## src/rtl/retire_trace_fifo_if.sv

```systemverilog
// Retirement capture and trace-drain signal bundle for retire_trace_fifo.
// Defining RETIRE_TRACE_SEQ_EN adds the rd_seq_o record tag.
interface retire_trace_fifo_if #(
  parameter int unsigned IssueWidth = 2,
  parameter int unsigned Depth      = 16,
  parameter int unsigned DropCntW   = 16,
  parameter int unsigned XLEN       = 32
);
  logic                            clr_i;
  logic [IssueWidth-1:0]           update_i;
  logic [IssueWidth-1:0][XLEN-1:0] pc_i;
  logic [IssueWidth-1:0][XLEN-1:0] instr_i;
  logic [IssueWidth-1:0][4:0]      reg_addr_i;
  logic [IssueWidth-1:0][XLEN-1:0] reg_data_i;
  logic [IssueWidth-1:0][XLEN-1:0] mem_addr_i;
  logic [IssueWidth-1:0][XLEN-1:0] mem_data_i;
  logic [IssueWidth-1:0]           mem_wrt_i;

  logic                            rd_valid_o;
  logic                            rd_ready_i;
  logic [XLEN-1:0]                 rd_pc_o;
  logic [XLEN-1:0]                 rd_instr_o;
  logic [4:0]                      rd_reg_addr_o;
  logic [XLEN-1:0]                 rd_reg_data_o;
  logic [XLEN-1:0]                 rd_mem_addr_o;
  logic [XLEN-1:0]                 rd_mem_data_o;
  logic                            rd_mem_wrt_o;

  logic [$clog2(Depth):0]          count_o;
  logic                            overflow_o;
  logic [DropCntW-1:0]             drop_cnt_o;

`ifdef RETIRE_TRACE_SEQ_EN
  logic [31:0]                     rd_seq_o;

  modport master (
    output clr_i, update_i, pc_i, instr_i, reg_addr_i, reg_data_i,
           mem_addr_i, mem_data_i, mem_wrt_i, rd_ready_i,
    input  rd_valid_o, rd_pc_o, rd_instr_o, rd_reg_addr_o, rd_reg_data_o,
           rd_mem_addr_o, rd_mem_data_o, rd_mem_wrt_o, count_o, overflow_o,
           drop_cnt_o, rd_seq_o
  );

  modport slave (
    input  clr_i, update_i, pc_i, instr_i, reg_addr_i, reg_data_i,
           mem_addr_i, mem_data_i, mem_wrt_i, rd_ready_i,
    output rd_valid_o, rd_pc_o, rd_instr_o, rd_reg_addr_o, rd_reg_data_o,
           rd_mem_addr_o, rd_mem_data_o, rd_mem_wrt_o, count_o, overflow_o,
           drop_cnt_o, rd_seq_o
  );
`else
  modport master (
    output clr_i, update_i, pc_i, instr_i, reg_addr_i, reg_data_i,
           mem_addr_i, mem_data_i, mem_wrt_i, rd_ready_i,
    input  rd_valid_o, rd_pc_o, rd_instr_o, rd_reg_addr_o, rd_reg_data_o,
           rd_mem_addr_o, rd_mem_data_o, rd_mem_wrt_o, count_o, overflow_o,
           drop_cnt_o
  );

  modport slave (
    input  clr_i, update_i, pc_i, instr_i, reg_addr_i, reg_data_i,
           mem_addr_i, mem_data_i, mem_wrt_i, rd_ready_i,
    output rd_valid_o, rd_pc_o, rd_instr_o, rd_reg_addr_o, rd_reg_data_o,
           rd_mem_addr_o, rd_mem_data_o, rd_mem_wrt_o, count_o, overflow_o,
           drop_cnt_o
  );
`endif
endinterface

```

## src/rtl/retire_trace_fifo.sv

```systemverilog
// Dual-retire trace buffer: captures up to two records per cycle, drains one.
// Defining RETIRE_TRACE_SEQ_EN tags each retired record with a 32-bit sequence number.
module retire_trace_fifo #(
  parameter int unsigned IssueWidth = 2,
  parameter int unsigned Depth      = 16,
  parameter int unsigned DropCntW   = 16,
  parameter int unsigned XLEN       = 32
) (
  input logic                clk_i,
  input logic                rstn_i,
  retire_trace_fifo_if.slave trc
);
  localparam int unsigned AW = $clog2(Depth);
  localparam int unsigned CW = AW + 1;

  typedef logic [AW-1:0] ptr_t;
  typedef logic [CW-1:0] cnt_t;

  typedef struct packed {
`ifdef RETIRE_TRACE_SEQ_EN
    logic [31:0]     seq;
`endif
    logic [XLEN-1:0] pc;
    logic [XLEN-1:0] instr;
    logic [4:0]      reg_addr;
    logic [XLEN-1:0] reg_data;
    logic [XLEN-1:0] mem_addr;
    logic [XLEN-1:0] mem_data;
    logic            mem_wrt;
  } rec_t;

  rec_t                mem [Depth];
  rec_t                slot [IssueWidth];
  rec_t                wr_first;
  rec_t                wr_second;
  rec_t                head;
  ptr_t                wptr;
  ptr_t                rptr;
  cnt_t                count;
  cnt_t                free;
  cnt_t                n_rec;
  cnt_t                n_acc;
  cnt_t                n_drop;
  logic                pop;
  logic                valid;
  logic                overflow;
  logic [DropCntW-1:0] drop_cnt;
  logic [DropCntW:0]   drop_sum;
`ifdef RETIRE_TRACE_SEQ_EN
  logic [31:0]         seq;
`endif

  always_comb begin
    for (int unsigned s = 0; s < IssueWidth; s++) begin
      slot[s].pc       = trc.pc_i[s];
      slot[s].instr    = trc.instr_i[s];
      slot[s].reg_addr = trc.reg_addr_i[s];
      slot[s].reg_data = trc.reg_data_i[s];
      slot[s].mem_addr = trc.mem_addr_i[s];
      slot[s].mem_data = trc.mem_data_i[s];
      slot[s].mem_wrt  = trc.mem_wrt_i[s];
`ifdef RETIRE_TRACE_SEQ_EN
      // Slot 1 follows slot 0 in program order only when slot 0 actually retired.
      slot[s].seq      = (s == 0) ? seq : seq + 32'(trc.update_i[0]);
`endif
    end

    n_rec  = cnt_t'(trc.update_i[0]) + cnt_t'(trc.update_i[1]);
    free   = cnt_t'(Depth) - count;
    n_acc  = (free >= n_rec) ? n_rec : free;
    n_drop = n_rec - n_acc;

    // The oldest valid record always lands at wptr; slot 1 follows only on dual retire.
    wr_first  = trc.update_i[0] ? slot[0] : slot[1];
    wr_second = slot[1];

    pop      = valid && trc.rd_ready_i;
    drop_sum = {1'b0, drop_cnt} + (DropCntW+1)'(n_drop);
  end

  always_ff @(posedge clk_i or negedge rstn_i) begin
    if (!rstn_i) begin
      wptr     <= '0;
      rptr     <= '0;
      count    <= '0;
      overflow <= 1'b0;
      drop_cnt <= '0;
`ifdef RETIRE_TRACE_SEQ_EN
      seq      <= '0;
`endif
    end else if (trc.clr_i) begin
      wptr     <= '0;
      rptr     <= '0;
      count    <= '0;
      overflow <= 1'b0;
      drop_cnt <= '0;
`ifdef RETIRE_TRACE_SEQ_EN
      seq      <= '0;
`endif
    end else begin
      wptr  <= wptr + ptr_t'(n_acc);
      count <= count + n_acc - cnt_t'(pop);
      if (pop) begin
        rptr <= rptr + ptr_t'(1);
      end
      if (n_drop != '0) begin
        overflow <= 1'b1;
        drop_cnt <= drop_sum[DropCntW] ? '1 : drop_sum[DropCntW-1:0];
      end
`ifdef RETIRE_TRACE_SEQ_EN
      seq <= seq + 32'(n_rec);
`endif
    end
  end

  always_ff @(posedge clk_i) begin
    if (!trc.clr_i && n_acc != '0) begin
      mem[wptr] <= wr_first;
    end
    if (!trc.clr_i && n_acc == cnt_t'(2)) begin
      mem[wptr + ptr_t'(1)] <= wr_second;
    end
  end

  assign valid = (count != '0);
  assign head  = mem[rptr];

  assign trc.rd_valid_o    = valid;
  assign trc.rd_pc_o       = valid ? head.pc       : '0;
  assign trc.rd_instr_o    = valid ? head.instr    : '0;
  assign trc.rd_reg_addr_o = valid ? head.reg_addr : '0;
  assign trc.rd_reg_data_o = valid ? head.reg_data : '0;
  assign trc.rd_mem_addr_o = valid ? head.mem_addr : '0;
  assign trc.rd_mem_data_o = valid ? head.mem_data : '0;
  assign trc.rd_mem_wrt_o  = valid ? head.mem_wrt  : 1'b0;
`ifdef RETIRE_TRACE_SEQ_EN
  assign trc.rd_seq_o      = valid ? head.seq      : '0;
`endif
  assign trc.count_o       = count;
  assign trc.overflow_o    = overflow;
  assign trc.drop_cnt_o    = drop_cnt;
endmodule

```

## src/flat_wrapper.sv

```systemverilog
// flat-port wrapper written by rule: the top's interface ports become plain ports
module retire_trace_fifo_flat 
#(
  parameter int unsigned IssueWidth = 2,
  parameter int unsigned Depth      = 16,
  parameter int unsigned DropCntW   = 16,
  parameter int unsigned XLEN       = 32
)
  (clk_i, rstn_i, trc_clr_i, trc_update_i, trc_pc_i, trc_instr_i, trc_reg_addr_i, trc_reg_data_i, trc_mem_addr_i, trc_mem_data_i, trc_mem_wrt_i, trc_rd_ready_i, trc_rd_valid_o, trc_rd_pc_o, trc_rd_instr_o, trc_rd_reg_addr_o, trc_rd_reg_data_o, trc_rd_mem_addr_o, trc_rd_mem_data_o, trc_rd_mem_wrt_o, trc_count_o, trc_overflow_o, trc_drop_cnt_o);
  retire_trace_fifo_if #(.IssueWidth(IssueWidth), .Depth(Depth), .DropCntW(DropCntW), .XLEN(XLEN)) trc_i ();
  input logic clk_i;
  input logic rstn_i;
  input wire logic [$bits(trc_i.clr_i)-1:0] trc_clr_i;
  input wire logic [$bits(trc_i.update_i)-1:0] trc_update_i;
  input wire logic [$bits(trc_i.pc_i)-1:0] trc_pc_i;
  input wire logic [$bits(trc_i.instr_i)-1:0] trc_instr_i;
  input wire logic [$bits(trc_i.reg_addr_i)-1:0] trc_reg_addr_i;
  input wire logic [$bits(trc_i.reg_data_i)-1:0] trc_reg_data_i;
  input wire logic [$bits(trc_i.mem_addr_i)-1:0] trc_mem_addr_i;
  input wire logic [$bits(trc_i.mem_data_i)-1:0] trc_mem_data_i;
  input wire logic [$bits(trc_i.mem_wrt_i)-1:0] trc_mem_wrt_i;
  input wire logic [$bits(trc_i.rd_ready_i)-1:0] trc_rd_ready_i;
  output wire logic [$bits(trc_i.rd_valid_o)-1:0] trc_rd_valid_o;
  output wire logic [$bits(trc_i.rd_pc_o)-1:0] trc_rd_pc_o;
  output wire logic [$bits(trc_i.rd_instr_o)-1:0] trc_rd_instr_o;
  output wire logic [$bits(trc_i.rd_reg_addr_o)-1:0] trc_rd_reg_addr_o;
  output wire logic [$bits(trc_i.rd_reg_data_o)-1:0] trc_rd_reg_data_o;
  output wire logic [$bits(trc_i.rd_mem_addr_o)-1:0] trc_rd_mem_addr_o;
  output wire logic [$bits(trc_i.rd_mem_data_o)-1:0] trc_rd_mem_data_o;
  output wire logic [$bits(trc_i.rd_mem_wrt_o)-1:0] trc_rd_mem_wrt_o;
  output wire logic [$bits(trc_i.count_o)-1:0] trc_count_o;
  output wire logic [$bits(trc_i.overflow_o)-1:0] trc_overflow_o;
  output wire logic [$bits(trc_i.drop_cnt_o)-1:0] trc_drop_cnt_o;
  assign trc_i.clr_i = trc_clr_i;
  assign trc_i.update_i = trc_update_i;
  assign trc_i.pc_i = trc_pc_i;
  assign trc_i.instr_i = trc_instr_i;
  assign trc_i.reg_addr_i = trc_reg_addr_i;
  assign trc_i.reg_data_i = trc_reg_data_i;
  assign trc_i.mem_addr_i = trc_mem_addr_i;
  assign trc_i.mem_data_i = trc_mem_data_i;
  assign trc_i.mem_wrt_i = trc_mem_wrt_i;
  assign trc_i.rd_ready_i = trc_rd_ready_i;
  assign trc_rd_valid_o = trc_i.rd_valid_o;
  assign trc_rd_pc_o = trc_i.rd_pc_o;
  assign trc_rd_instr_o = trc_i.rd_instr_o;
  assign trc_rd_reg_addr_o = trc_i.rd_reg_addr_o;
  assign trc_rd_reg_data_o = trc_i.rd_reg_data_o;
  assign trc_rd_mem_addr_o = trc_i.rd_mem_addr_o;
  assign trc_rd_mem_data_o = trc_i.rd_mem_data_o;
  assign trc_rd_mem_wrt_o = trc_i.rd_mem_wrt_o;
  assign trc_count_o = trc_i.count_o;
  assign trc_overflow_o = trc_i.overflow_o;
  assign trc_drop_cnt_o = trc_i.drop_cnt_o;
  retire_trace_fifo #(.IssueWidth(IssueWidth), .Depth(Depth), .DropCntW(DropCntW), .XLEN(XLEN)) u_core (.clk_i(clk_i), .rstn_i(rstn_i), .trc(trc_i));
endmodule
```

## config.mk

```make
export PLATFORM = sky130hd
export DESIGN_NAME = retire_trace_fifo_flat
export DESIGN_NICKNAME = d
export VERILOG_FILES = /design/src/rtl/retire_trace_fifo_if.sv /design/src/rtl/retire_trace_fifo.sv /design/src/flat_wrapper.sv
export SDC_FILE = /design/constraint.sdc
export NUM_CORES = 2
export LEC_CHECK = 0
export CORE_MARGIN = 5
export CORE_UTILIZATION = 25
export CTS_CLUSTER_DIAMETER = 100
export DETAILED_ROUTE_END_ITERATION = 6
export GPL_ROUTABILITY_DRIVEN = 0
export MAX_ROUTING_LAYER = met4
export SLEW_MARGIN = 25
export SYNTH_ARGS = -nofsm -noshare
export SYNTH_HDL_FRONTEND = slang
export SYNTH_SLANG_ARGS = --single-unit
```

## constraint.sdc

```tcl
create_clock -name clk_i -period 15.65 [get_ports clk_i]
set_input_delay 3.9125 -clock clk_i [delete_from_list [all_inputs] [get_ports clk_i]]
set_output_delay 3.9125 -clock clk_i [all_outputs]
set_load 0.05 [all_outputs]
```

==> summary.md <==
| Metric | Value |
|---|---|
| Slew margin rel. | 0.196 |
| GR Util met2 | 0.272 |
| Pint | 15400 uW |
| WP data arrival | 5.93 ns |
| CP required | 11.74 ns |
| CTS hold repair buffers | 0 |
| Core Box Area | 549000 um2 |
| CTS tree | built |
| RSZ-0062 raised after global routing | false |
| Seq/Total Area, Yosys | 0.585 |
| DRT Pass-1 Iters | 6 |
| Avg Inst Size Synth | 18.1 um2 |
| TritonCTS Buffers | 315 |
| Area of the multi-input gates | 53500 um2 |
| R2R cell count | 11 |
| FFs w/ async S/R, synth | 0.0112 |
| Number of enable flip-flop cells after synthesis | 2656 |
| Clock power frac | 0.312 |
| Sw frac | 0.323 |
| Clk_lat worst skew | 0.96 ns |
| Tcrit/Tclk final | 0.629 |
| DRT Wirelength | 456000 um |
| Met3 Use GR | 0.0249 |
| Initial core utilization | 0.251 |
| GRT Residual Overflow | 0 |
| Hpwl dp | 254000 um |
| Hold WC Path Type | flop to flop |
| Gate power share | 0.301 |
| P_leak | 0.0486 uW |
| Chip height | 752 um |
| PostCTS Resize Cnt | 0 |
| Num rows | 272 |
| Total Routing Usage GR | 0.160 |
| PortBufs | 526 |
| Sinks on Clock Net | 2686 |
| Area taken by flip-flops and latches | 80500 um2 |
| Worst-path clk slew | 0.06 ns |
| Filler Cells Inserted | 53800 |
| Vias per Instance | 5.01 |
| Final min period | 9.84 ns |
| VDD IR max | 124 uV |
| Max clock buf depth | 4 |
| Power density cells | 142 nW/um2 |
| Final Hold Fails | 0 |
| Largest net degree at the start of global routing | 125 |
| Critical path class | flop to output pin |
| Synth Instances | 7615 |
| Synth warnings | 0 |
| Final setup violation count | 0 |
| Worst hold slack | 0.548 ns |
| Initial antenna violation count | 105 |
| Vias in the first global route | 80600 |
| Clk root buf | clkbuf_16 |
| Status | finished clean |
| First-pass GRT wire length | 635000 um |
| Slew @ Worst Pin | 1.21 ns |
| Crit start category | flop |
| Die ar. | 566000 um2 |
| Die X | 752 um |
| Synth-to-layout area growth | 16.3% |
| Post-CTS Setup Bufs | 0 |
| Initial DRC count | 6855 |
| Primary FF master, synth | edfxtp_1 |
| Top Usage Layer GRT | met2 |
| Wire per inst | 29.8 um |
| Final Util | 0.292 |
| Via count | 76700 |
| Seq pwr share | 0.387 |
| IO Pins | 527 |
| Net Switching | 7340 uW |
| Fmax | 102 MHz |
| Share of layout cells above drive strength 1 | 0.495 |
| Area of the mapped netlist | 138000 um2 |
| Slew Limit Fails | 0 |
| Hold Path Depth | 1 |
| M1 GR Usage | 0.198 |
| Layout Skew | 0.0591 ns |
| Netlist cell types | 64 |
| Residual DRC | 0 |
| NumNets Final | 8128 |
| CP Max Fanout | 60 |
| DRT antenna net count | 0 |
| Register bit count reported by yosys | 2686 |
| MaxCap Viol Count | 0 |
| H-tree levels | 5 |
| CP endpoint kind | output pin |
critical path: stages (launching register included):
cell and delay (ns):
dfrtp_4 1.10, buf_4 0.81, buf_4 0.83, mux4_2 0.43
mux4_2 0.62, and2_1 0.21, clkdlybuf4s50_1 0.72
path summary, 6_finish.rpt:
| path | slack [ns] | from | end |
|---|---|---|---|
| worst max-delay path | 5.81 | u_core.rptr[1]$_DFFE_PN0P_ | trc_rd_instr_o[21] |
| worst max register to register | 9.66 | u_core.trc.count_o[0]$_DFF_PN0_ | u_core.mem[11][104]$_DFFE_PP_ |
| max in group asynchronous | 11.93 | rstn_i | u_core.rptr[3]$_DFFE_PN0P_ |
| worst min-delay path | 0.55 | u_core.trc.drop_cnt_o[3]$_DFFE_PN0P_ | u_core.trc.drop_cnt_o[3]$_DFFE_PN0P_ |
| min in group asynchronous | 3.38 | rstn_i | u_core.trc.drop_cnt_o[13]$_DFFE_PN0P_ |
| worst min register to register | 0.55 | u_core.trc.drop_cnt_o[3]$_DFFE_PN0P_ | u_core.trc.drop_cnt_o[3]$_DFFE_PN0P_ |
synth_stat cells (4+ instances only):
| library cell | count | area share |
|---|---|---|
| and3_1 | 5 | 0.00023 |
| a211o_1 | 7 | 0.00045 |
| nor2b_1 | 12 | 0.00055 |
| buf_6 | 24 | 0.0020 |
| and2_1 | 167 | 0.0076 |
| ha_1 | 24 | 0.0022 |
| a21oi_1 | 11 | 0.00040 |
| buf_1 | 95 | 0.0026 |
| xor2_1 | 7 | 0.00045 |
| nor3_1 | 15 | 0.00055 |
| xnor2_1 | 4 | 0.00025 |
| nand3_1 | 12 | 0.00044 |
| mux2_2 | 2512 | 0.21 |
| nor2_1 | 28 | 0.00076 |
| dfrtp_1 | 30 | 0.0055 |
| buf_2 | 196 | 0.0071 |
| edfxtp_1 | 2656 | 0.58 |
| nand2_1 | 16 | 0.00044 |
| clkbuf_1 | 497 | 0.014 |
| buf_4 | 48 | 0.0026 |
| mux2_1 | 313 | 0.026 |
| inv_1 | 23 | 0.00063 |
| fa_1 | 4 | 0.00058 |
| a21o_1 | 7 | 0.00038 |
| o21ai_0 | 11 | 0.00040 |
| mux4_2 | 830 | 0.14 |
| a2111oi_2 | 5 | 0.00055 |
through the flow:
stage	cells	instance area, um2	total power, uW	setup TNS, ns	setup slack, ns
2_1_floorplan	7616	138000	13500	-662.29	-1.99
3_3_place_gp	14700	150000	15800	0	5.79
3_5_place_dp	14700	150000	15900	0	6.10
4_1_cts	15200	160000	23000	0	5.58
5_1_grt	15300	160000	23600	0	5.63
6_report	15300	160000	22700	0	5.81
cell families after synthesis:
group	Yosys count	synth area share
AOI/OAI and AO/OA	78	0.00495
xor gates and xnor gates	11	0.000700
other	2	0.0000545
DFF	2686	0.585
buffers and inverters	884	0.0285
muxes	3656	0.367
adders and majority gates	28	0.00276
and+or+nand+nor	270	0.0114
area by class of cell:
cell class	count	share of cell area
Timing Repair Buffer	689	0.0439
Tap cell	7261	0.0567
Inverter	24	0.000609
Clock buffer	396	0.0514
Multi-Input combinational cell	4046	0.334
Clock inverter	145	0.00953
Antenna cell	56	0.000875
Sequential cell	2686	0.503
registers in the layout, indices dropped and copies added, names as in the netlist:
signal	cells
u_core.trc.overflow_o	1
u_core.trc.count_o	5
u_core.rptr	4
u_core.trc.drop_cnt_o	16
u_core.wptr	4
u_core.mem	2656
power by group through the flow:
stage	Clock (uW)	Combinational [uW]	Sequential, uW
3_3_place_gp	0	6900	8920
4_1_cts	7250	7000	8800
3_5_place_dp	0	6970	8950
2_1_floorplan	0	4490	9050
5_1_grt	7540	7220	8840
6_report	7090	6850	8800
routing by layer:
metal,wire length (um),part of all wire,vias to the layer above
li1,-,-,31200
met1,182000,0.40,41500
met2,231000,0.51,3181
met3,29600,0.065,750
met4,13300,0.029,0
met5,0,0,-
layout by cell type, fill, tap and decap left out, drive strengths merged, types with 13 or more instances in the layout:
| master | netlist | routed |
|---|---|---|
| ha | 24 | 24 |
| nand2 | 16 | 16 |
| and2 | 167 | 167 |
| inv | 23 | 39 |
| edfxtp | 2656 | 2656 |
| diode | 0 | 56 |
| nor2 | 28 | 28 |
| mux2 | 2825 | 2825 |
| dfrtp | 30 | 30 |
| bufinv | 0 | 15 |
| nand3 | 13 | 13 |
| nor3 | 15 | 15 |
| buf | 363 | 164 |
| clkinv | 1 | 109 |
| mux4 | 830 | 830 |
| clkbuf | 497 | 396 |
| clkdlybuf4s50 | 0 | 525 |
Power figures use the tool's default switching activity.
==> variant: new RTL, same flow settings <==
Make the reset (`rstn_i`) synchronous in one clocked block.
--- a/src/rtl/retire_trace_fifo.sv
+++ b/src/rtl/retire_trace_fifo.sv
@@ -78,7 +78,7 @@
     drop_sum = {1'b0, drop_cnt} + (DropCntW+1)'(n_drop);
   end
 
-  always_ff @(posedge clk_i or negedge rstn_i) begin
+  always_ff @(posedge clk_i) begin
     if (!rstn_i) begin
       wptr     <= '0;
       rptr     <= '0;
Function: not settled (the Yosys comparison gave no result); the edit may change what the design does.
==> variant against the unedited design <==
Sequential cell count is 4 higher. Non-clock buffer count decreased by 4. Final area hardly changed. Worst hold slack worse by 54 ps. Wire length fell by 1.1%. Clock power hardly changed. Area after synthesis decreased by 0.23%. Count of clock-buffer cells in the layout shrank 11. Clock skew grew 27 ps. Total power fell by 8.1%. Setup slack better by 250 ps. Fmax grew 2.6%. Critical endpoint is now trc_rd_reg_data_o[15]. Largest power group unchanged.
==> variant: results (changes against the unedited design) <==
GRT Overall Usage - 0.159 (-0.00112)
Drt total wl - 450000 microns (-1.1%)
H-tree Lvls - 5 (unchanged)
Met1 Usage GRT - 0.202 (+0.00381)
Layout clock area frac - 0.0606 (-0.000344)
Mapped Cells - 7644 (+0.38%)
DRT iter0 DRCs - 7462 (+8.9%)
Net switching power - 0.00659 W (-10%)
Met2 WL - 222000 microns (-3.8%)
Multi-In Gates - 4078 (+0.79%)
Bufs w/o clock - 685 (-0.58%)
Max-slew headroom - 0.0260 (-0.170)
Status - complete, no violations
Skew final - 86.6 ps (+27.5 ps)
Post-DP HPWL - 259000 microns (+2.3%)
VDD IR-drop max - 0.000164 V (+32%)
Inserted Clock Buffers - 305 (-3.2%)
Number of library cell types mapped by synthesis - 55 (-14%)
Post-Route M1 WL - 185000 microns (+1.8%)
Static Leak - 48.3 nW (-0.56%)
DR WL met3 - 29300 microns (-1.1%)
Drt wl/cell - 29.4 microns (-1.4%)
Seq/Total Area, Yosys - 0.586 (+0.000822)
Vias in the first global route - 80800 (+0.26%)
Met2 Usage GRT - 0.261 (-0.0112)
First-pass GRT wire length - 631000 microns (-0.60%)
Crit path max fanout - 80 (+33%)
# fillers - 53500 (-0.64%)
Share of cells above drive strength 1 - 0.359 (-0.136)
Register Area - 80500 sq um (about the same)
Arrival time at the worst endpoint - 5680 ps (-250 ps)
Critical-path top delay cell - buf_4
Met3 usage - 0.0251 (+0.000189)
DP Cell Count - 14700 (+0.20%)
Inverters excl. clock - 22 (-8.3%)
Top cells by area, synth - edfxtp_1 58%, mux4_2 14%, mux2_2 12%, mux2_1 11%, clkbuf_1 1.6%
Clkbuf count - 385 (-2.8%)
Asr flop ratio synth - 0 (-0.0112)
Clock Power Share - 0.339 (+0.027)
Final Net Count - 8148 (+0.25%)
Seq group - 0.00840 W (-4.5%)
NonClk Buf Share - 0.0429 (-0.000977)
Reg power frac - 0.402 (+0.015)
Initial antenna violation count - 117 (+11%)
## variant: cell count changes after synthesis, sizes merged, moves of 15 or more
cell	unedited run	this run
buf	363	279
clkbuf	497	576
dfrtp	30	0
dfxtp	0	34
mux2i	1	23
nor2	28	43
## variant: kinds of logic (layout without fill, tap and decap cells)
| kind of cell | Yosys count | in the layout | synth area share |
|---|---|---|---|
| multiplexers | 3676 | 3676 | 0.369 |
| flip-flops | 2690 | 2690 | 0.586 |
| buffers and inverters | 877 | 1249 | 0.0264 |
| AND/OR/NAND/NOR | 298 | 298 | 0.0124 |
| AO/OA/AOI/OAI | 63 | 63 | 0.00299 |
| adder cells (fa/ha/maj) | 28 | 28 | 0.00277 |
| XOR/XNOR | 10 | 10 | 0.000638 |
| other | 2 | 66 | 0.0000547 |
## variant: path summary, 6_finish.rpt
path                                            from                                 end  slack (ps)  depth (start not counted)
setup reg to reg    u_core.trc.count_o[0]$_SDFF_PP0_         u_core.mem[0][85]$_DFFE_PP_        9750                         13
setup / recovery                            register               trc_rd_reg_data_o[15]        6060                          7
hold reg to reg   u_core.trc.overflow_o$_SDFFE_PP0P_  u_core.trc.overflow_o$_SDFFE_PP0P_         490                          2
hold / removal    u_core.trc.overflow_o$_SDFFE_PP0P_  u_core.trc.overflow_o$_SDFFE_PP0P_         490                          2
## variant: worst register-to-register path, delay by kind of cell, from the launching register on
kind / cells / cell delay [ps]
flops: 1 / 460
compound gates: 1 / 330
simple gates: 3 / 350
fa+ha+maj: 2 / 540
buf+inv: 5 / 3100
mux: 2 / 810
## variant: through the flow
step	setup WS (ps)	TNS [ps]	area (sq um)
floorplan	-2740	-1731120	137000
global placement	5780	0	150000
detailed placement	5810	0	150000
CTS	5650	0	160000
global route	5700	0	160000
finish	6060	0	160000
